<file path="src/rtl/alu_arb_pkg.sv">
// Shared definitions for the ALU arbiter: ALU op codes and FSM state encoding.
package alu_arb_pkg;

    localparam logic [3:0] OP_ADD = 4'b0000;
    localparam logic [3:0] OP_SUB = 4'b0001;
    localparam logic [3:0] OP_AND = 4'b0010;
    localparam logic [3:0] OP_OR  = 4'b0011;
    localparam logic [3:0] OP_XOR = 4'b0100;
    localparam logic [3:0] OP_SLT = 4'b0101;

    typedef enum logic [1:0] {
        ST_IDLE = 2'd0,
        ST_EXEC = 2'd1,
        ST_RESP = 2'd2
    } state_t;

endpackage

</file>
<file path="src/rtl/alu_arbiter_alu.sv">
// Combinational ALU shared by both requesters. Unknown op codes fall back to ADD;
// SLT and the lt/gt flags compare the operands as unsigned values.
module alu_arbiter_alu
    import alu_arb_pkg::*;
#(
    parameter int DATA_W = 32,
    parameter int OP_W   = 4
) (
    input  logic [OP_W-1:0]   i_op,
    input  logic [DATA_W-1:0] i_a,
    input  logic [DATA_W-1:0] i_b,
    output logic [DATA_W-1:0] o_result,
    output logic              o_zero,
    output logic              o_lt,
    output logic              o_gt
);

    // Operation select plus operand comparison flags.
    always_comb begin
        o_result = i_a + i_b;
        case (i_op)
            OP_SUB:  o_result = i_a - i_b;
            OP_AND:  o_result = i_a & i_b;
            OP_OR:   o_result = i_a | i_b;
            OP_XOR:  o_result = i_a ^ i_b;
            OP_SLT:  o_result = {{(DATA_W-1){1'b0}}, (i_a < i_b)};
            default: o_result = i_a + i_b;
        endcase
        o_zero = (o_result == '0);
        o_lt   = (i_a < i_b);
        o_gt   = (i_a > i_b);
    end

endmodule

</file>
<file path="src/rtl/alu_arbiter.sv">
// Two-requester front end for a single ALU. One transaction in flight at a time:
// IDLE (combinational grant) -> EXEC (ALU on latched operands) -> RESP (hold until taken).
// Build option: define ALU_ARB_RR_EN for round-robin tie breaking; otherwise
// requester 0 always wins a tie and no priority pointer exists.
module alu_arbiter
    import alu_arb_pkg::*;
#(
    parameter int DATA_W = 32,
    parameter int OP_W   = 4
) (
    input  logic              clk,
    input  logic              rst,
    input  logic              req0_valid,
    output logic              req0_ready,
    input  logic [OP_W-1:0]   req0_op,
    input  logic [DATA_W-1:0] req0_a,
    input  logic [DATA_W-1:0] req0_b,
    input  logic              req1_valid,
    output logic              req1_ready,
    input  logic [OP_W-1:0]   req1_op,
    input  logic [DATA_W-1:0] req1_a,
    input  logic [DATA_W-1:0] req1_b,
    output logic              resp_valid,
    input  logic              resp_ready,
    output logic              resp_id,
    output logic [DATA_W-1:0] resp_result,
    output logic              resp_zero,
    output logic              resp_lt,
    output logic              resp_gt
);

    state_t              r_state;
    state_t              w_state_nxt;
    logic                w_grant0;
    logic                w_grant1;
    logic                w_take;

    logic [OP_W-1:0]     r_op;
    logic [DATA_W-1:0]   r_a;
    logic [DATA_W-1:0]   r_b;
    logic                r_id;

    logic [DATA_W-1:0]   w_alu_result;
    logic                w_alu_zero;
    logic                w_alu_lt;
    logic                w_alu_gt;

    logic [DATA_W-1:0]   r_resp_result;
    logic                r_resp_zero;
    logic                r_resp_lt;
    logic                r_resp_gt;
    logic                r_resp_id;

`ifdef ALU_ARB_RR_EN
    // r_prio names the requester that wins the next tie.
    logic                r_prio;

    // Priority pointer: after a grant, the other requester wins the next tie.
    always_ff @(posedge clk) begin
        if (rst) begin
            r_prio <= 1'b0;
        end else if (w_take) begin
            r_prio <= w_grant0;
        end
    end
`endif

    // Grant is purely combinational and only offered in IDLE; reset suppresses it.
    always_comb begin
        w_grant0 = 1'b0;
        w_grant1 = 1'b0;
        if (r_state == ST_IDLE && !rst) begin
`ifdef ALU_ARB_RR_EN
            if (req0_valid && req1_valid) begin
                w_grant0 = ~r_prio;
                w_grant1 = r_prio;
            end else begin
                w_grant0 = req0_valid;
                w_grant1 = req1_valid;
            end
`else
            w_grant0 = req0_valid;
            w_grant1 = req1_valid && !req0_valid;
`endif
        end
        w_take = w_grant0 | w_grant1;
    end

    // Next-state logic for the single-transaction FSM.
    always_comb begin
        w_state_nxt = r_state;
        case (r_state)
            ST_IDLE: if (w_take)     w_state_nxt = ST_EXEC;
            ST_EXEC:                 w_state_nxt = ST_RESP;
            ST_RESP: if (resp_ready) w_state_nxt = ST_IDLE;
            default:                 w_state_nxt = ST_IDLE;
        endcase
    end

    // State register.
    always_ff @(posedge clk) begin
        if (rst) begin
            r_state <= ST_IDLE;
        end else begin
            r_state <= w_state_nxt;
        end
    end

    // Accept stage: capture the winner's operands and index; the loser is never sampled.
    always_ff @(posedge clk) begin
        if (w_take) begin
            r_op <= w_grant1 ? req1_op : req0_op;
            r_a  <= w_grant1 ? req1_a  : req0_a;
            r_b  <= w_grant1 ? req1_b  : req0_b;
            r_id <= w_grant1;
        end
    end

    alu_arbiter_alu #(
        .DATA_W (DATA_W),
        .OP_W   (OP_W)
    ) u_alu (
        .i_op     (r_op),
        .i_a      (r_a),
        .i_b      (r_b),
        .o_result (w_alu_result),
        .o_zero   (w_alu_zero),
        .o_lt     (w_alu_lt),
        .o_gt     (w_alu_gt)
    );

    // Execute stage: register ALU result and flags; they hold until the next EXEC.
    always_ff @(posedge clk) begin
        if (rst) begin
            r_resp_result <= '0;
            r_resp_zero   <= 1'b0;
            r_resp_lt     <= 1'b0;
            r_resp_gt     <= 1'b0;
            r_resp_id     <= 1'b0;
        end else if (r_state == ST_EXEC) begin
            r_resp_result <= w_alu_result;
            r_resp_zero   <= w_alu_zero;
            r_resp_lt     <= w_alu_lt;
            r_resp_gt     <= w_alu_gt;
            r_resp_id     <= r_id;
        end
    end

    assign req0_ready  = w_grant0;
    assign req1_ready  = w_grant1;
    assign resp_valid  = (r_state == ST_RESP);
    assign resp_id     = r_resp_id;
    assign resp_result = r_resp_result;
    assign resp_zero   = r_resp_zero;
    assign resp_lt     = r_resp_lt;
    assign resp_gt     = r_resp_gt;

endmodule

</file>
<file path="config.mk">
export PLATFORM = sky130hd
export DESIGN_NAME = alu_arbiter
export DESIGN_NICKNAME = d
export VERILOG_FILES = /design/src/rtl/alu_arb_pkg.sv /design/src/rtl/alu_arbiter_alu.sv /design/src/rtl/alu_arbiter.sv
export SDC_FILE = /design/constraint.sdc
export NUM_CORES = 1
export LEC_CHECK = 0
export CORE_ASPECT_RATIO = 0.8
export CORE_MARGIN = 8
export CORE_UTILIZATION = 49
export CTS_CLUSTER_SIZE = 20
export DETAILED_ROUTE_END_ITERATION = 8
export MAX_ROUTING_LAYER = met4
export PLACE_DENSITY = 0.78
export REMOVE_ABC_BUFFERS = 1
export SYNTH_ARGS = -nofsm -noshare
export SYNTH_HDL_FRONTEND = slang
export SYNTH_HIERARCHICAL = 1
export SYNTH_SLANG_ARGS = --single-unit
</file>
<file path="constraint.sdc">
create_clock -name clk -period 3.7 [get_ports clk]
set_input_delay 1.11 -clock clk [delete_from_list [all_inputs] [get_ports clk]]
set_output_delay 1.11 -clock clk [all_outputs]
set_load 0.01 [all_outputs]
</file>
==> results.txt <==
die area: 0.0255 mm^2
failing checks: negative setup slack
Fmax: 0.247 GHz
Critical R2R Capture: resp_zero$_SDFFE_PP0N_
status: finished, violations left
antenna violations before repair: 0
post-synth top area cell: edfxtp_1
register area: 0.00283 mm^2
worst hold path cell count: 2
Via-to-Cell Ratio: 5.81
total core area: 0.0205 mm^2
WHS: 0.457 ns
Leak Pwr: 6.58 nW
kind of cell adding the most delay to the critical path: simple AND/OR/NAND/NOR gates
Comb pwr share: 49.0%
largest net degree at the start of global routing: 69
Crit path buffers/inverters: 2
Slew @ Worst Pin: 0.987 ns
I/O Pins: 180
clock transition at the registers of the reported paths: 0.08 ns
# fillers: 1580
Peak VDD IR: 0.000215 V
reg2reg path depth: 16
critical path class: reg -> reg
nature of the critical path endpoint: flop
CTS tree: done
max-cap check violation count: 0
Sw Pwr: 1.80 mW
Detailed Route WL: 37400 um
nets: 1804
grt ovf: 0
Hold Crit Endpoint: resp_result[20]$_SDFFE_PP0N_
Critical Path Source: r_a[8]$_DFFE_PP_
Switching Fraction: 37.2%
Antenna Cells: 0
non-filler instance count after layout: 1839
Avg Cell Area, Syn: 8.64 um^2
DRC violations left: 0
Fin. Hold Viols: 0
Synth Instances: 1168
FF-to-FF Start: r_a[8]$_DFFE_PP_
Power Dens Cells: 329 mW/mm^2
Final HPWL DP: 29400 um
PnR worst setup slack: -0.355 ns
Clock Skew: 0.0133 ns
P_int: 3.04 mW
clk sink count: 107
Mapped Area: 0.0101 mm^2
CP peak stage delay: 0.57 ns
layout cells sized above 1: 28.8%
ys async rst share: 0%
crit share post-route: 110%
starting density of the core: 49.3%
Relative slew margins: 34.0%
worst hold path type: reg -> reg
reg2reg setup slack: -0.36 ns
routability cong.: 0.977
count of flip-flops with a built-in enable after synthesis: 69
initial DRC count: 1072
Routed Antenna Nets: 0
post-route setup TNS: -0.376 ns
Worst EP required: 4.00 ns
clk_lat worst skew: 0.37 ns
I/O Buffers: 179
Root Buffer: clkbuf_16
Clock Path Buffers: 2
Core Rows: 47
clock power share: 21.0%
Post-Place Cells: 1806
worst-path cell chain: inv_2 > ha_4 > or4_4 > nor4_4 > o21ai_1 > or3b_4 > buf_6 > a221o_1 > a211oi_1 > a41o_1 > or4b_4 > nor4_4 > nand4b_1 > nor4_2 > nand2_1 > a21oi_1
CTS buffer count: 9
RSZ-0062 raised after global routing: true
Pre-antenna DRT Iters: 5
CTS HTree Levels: 3
Vias: 10700
Area growth syn-to-layout: 45.7%
first-pass GRT wire length: 57800 um
Netlist cell types: 86
slowest CP cell: or4_4
DIE WIDTH: 176 um
most used cell, CP: nor4_4
Critical Path Fanout Max: 5
top cells by area, synth: edfxtp_1 (21%), ha_1 (12%), mux2_4 (10%), dfxtp_1 (7.5%), a21oi_1 (5.5%)
post-synthesis sequential area ratio: 28.1%
# setup viols final: 2
#FFs+latches synth: 107
die height: 144 um
power share of the sequential group: 30.0%
dominant synthesized flop cell: edfxtp_1
synth warn: 6
Startpoint Class: flop
Max Slew Vio Count: 0
Final min period: 4.06 ns
WL/cell: 20.3 um
min-delay src: resp_result[20]$_SDFFE_PP0N_
vias in the first global route: 10700
Yosys top cell area share: 20.5%
gr usage total: 29.5%
worst endpoint data arrival time: 4.35 ns
multi-input logic area: 0.00692 mm^2
==> worst max-delay path by stage <==
stage | slack, ns | depth (start not counted) | endpoint
after detailed placement | -0.69 | 18 | resp_zero$_SDFFE_PP0N_
after global routing | -0.54 | 16 | resp_zero$_SDFFE_PP0N_
after CTS | -0.50 | 17 | resp_zero$_SDFFE_PP0N_
after global placement | -0.69 | 18 | resp_zero$_SDFFE_PP0N_
final | -0.36 | 16 | resp_zero$_SDFFE_PP0N_
after floorplan | -3.39 | 2 | r_a[0]$_DFFE_PP_
==> layout make-up <==
class | count | area share (%)
Clock inverter | 7 | 0.536
Multi-Input combinational cell | 886 | 47.1
Inverter | 104 | 2.66
Clock buffer | 9 | 1.53
Timing Repair Buffer | 457 | 26.6
Tap cell | 269 | 2.29
Sequential cell | 107 | 19.3
==> flip-flops by register name, summed over array words and instances (netlist names) <==
signal       flops
r_a             32
r_b             32
r_id             1
r_op             4
r_state          2
resp_gt          1
resp_id          1
resp_lt          1
resp_result     32
resp_zero        1
==> power by group through the flow <==
stage / Combinational (mW) / Sequential [mW] / Clock, mW
after floorplan: 1.06 / 1.49 / 0
final: 2.37 / 1.45 / 1.02
after global placement: 2.14 / 1.47 / 0
after detailed placement: 2.15 / 1.47 / 0
after CTS: 2.23 / 1.45 / 1.03
after global routing: 2.54 / 1.46 / 1.07
==> Yosys cell counts (6+ instances only) <==
cell type and n:
a21oi_1 111, buf_6 11, a311oi_1 6, inv_1 104, o21ai_0 38, o2111ai_1 6, ha_1 96, mux2i_1 6
o211ai_1 15, nor3_1 15, o211a_1 6, o31ai_1 10, or3_1 7, nand2b_1 10, a211oi_1 16, o22ai_1 11
dfxtp_1 38, nand2_1 123, a221o_1 6, a21o_1 15, nor2b_1 22, clkbuf_1 44, nor4_1 14, nand3_1 22
a31oi_1 15, mux2_4 67, o21bai_1 6, a221oi_1 16, nor2_1 99, a41oi_1 8, edfxtp_1 69, buf_2 13
==> per-layer routing <==
metal / global-route usage (%) / wire (um) / vias to the layer above
met1: 38.4 / 16200 / 5057
met5: - / 0 / -
met3: 5.72 / 3190 / 58
li1: - / - / 5063
met2: 46.2 / 17100 / 501
met4: 8.12 / 890 / 0
==> per-stage QoR <==
step	setup WS, ns	util (%)	cell area [um^2]	total power, mW
floorplan	-3.39	-	9720	2.55
global placement	-0.693	67.6	13800	3.60
detailed placement	-0.693	67.6	13800	3.62
CTS	-0.498	70.5	14400	4.71
global route	-0.543	71.8	14700	5.06
finish	-0.355	71.8	14700	4.83
==> worst register-to-register path, cell delays in order (launching register included) <==
cell	delay (ns)
edfxtp_1	0.44
inv_2	0.10
ha_4	0.22
or4_4	0.57
nor4_4	0.14
o21ai_1	0.09
or3b_4	0.27
buf_6	0.12
a221o_1	0.22
a211oi_1	0.13
a41o_1	0.25
or4b_4	0.57
nor4_4	0.24
nand4b_1	0.21
nor4_2	0.19
nand2_1	0.08
a21oi_1	0.14
==> placed cells by master (no fill, tap or decap), types with 12 or more instances in the layout <==
cell type and count:
a21oi_1 103, buf_4 273, ha_1 88, o211ai_1 15
inv_1 98, nand2_1 121, a21o_1 15, a211oi_1 12
nor3_1 13, edfxtp_1 69, clkdlybuf4s50_1 177, dfxtp_1 38
nor2_1 97, o21ai_0 34, a31oi_1 15, nor4_1 13
mux2_4 67, nor2b_1 20, nand3_1 21
==> cells by family (layout without fill, tap and decap cells) <==
logic type,count (synthesis),in the layout,synth area share [%]
flip-flops,107,107,28.1
AND/OR/NAND/NOR,358,358,17.1
multiplexers,77,77,11.0
XOR/XNOR,5,5,0.434
adder cells (fa/ha/maj),98,98,12.3
AO/OA/AOI/OAI,348,348,23.5
buffers and inverters,175,577,7.50
==> what timing repair did <==
| item | 4_1_cts | 5_1_grt |
|---|---|---|
| endpoints found under the setup margin | 5 | 9 |
| hold buffers | 0 | 0 |
| gates resized for setup | 43 | 44 |
| pin swaps | 21 | 32 |
| buffers inserted | 9 | 9 |
Note: power is estimated with default switching activity, not from simulation.
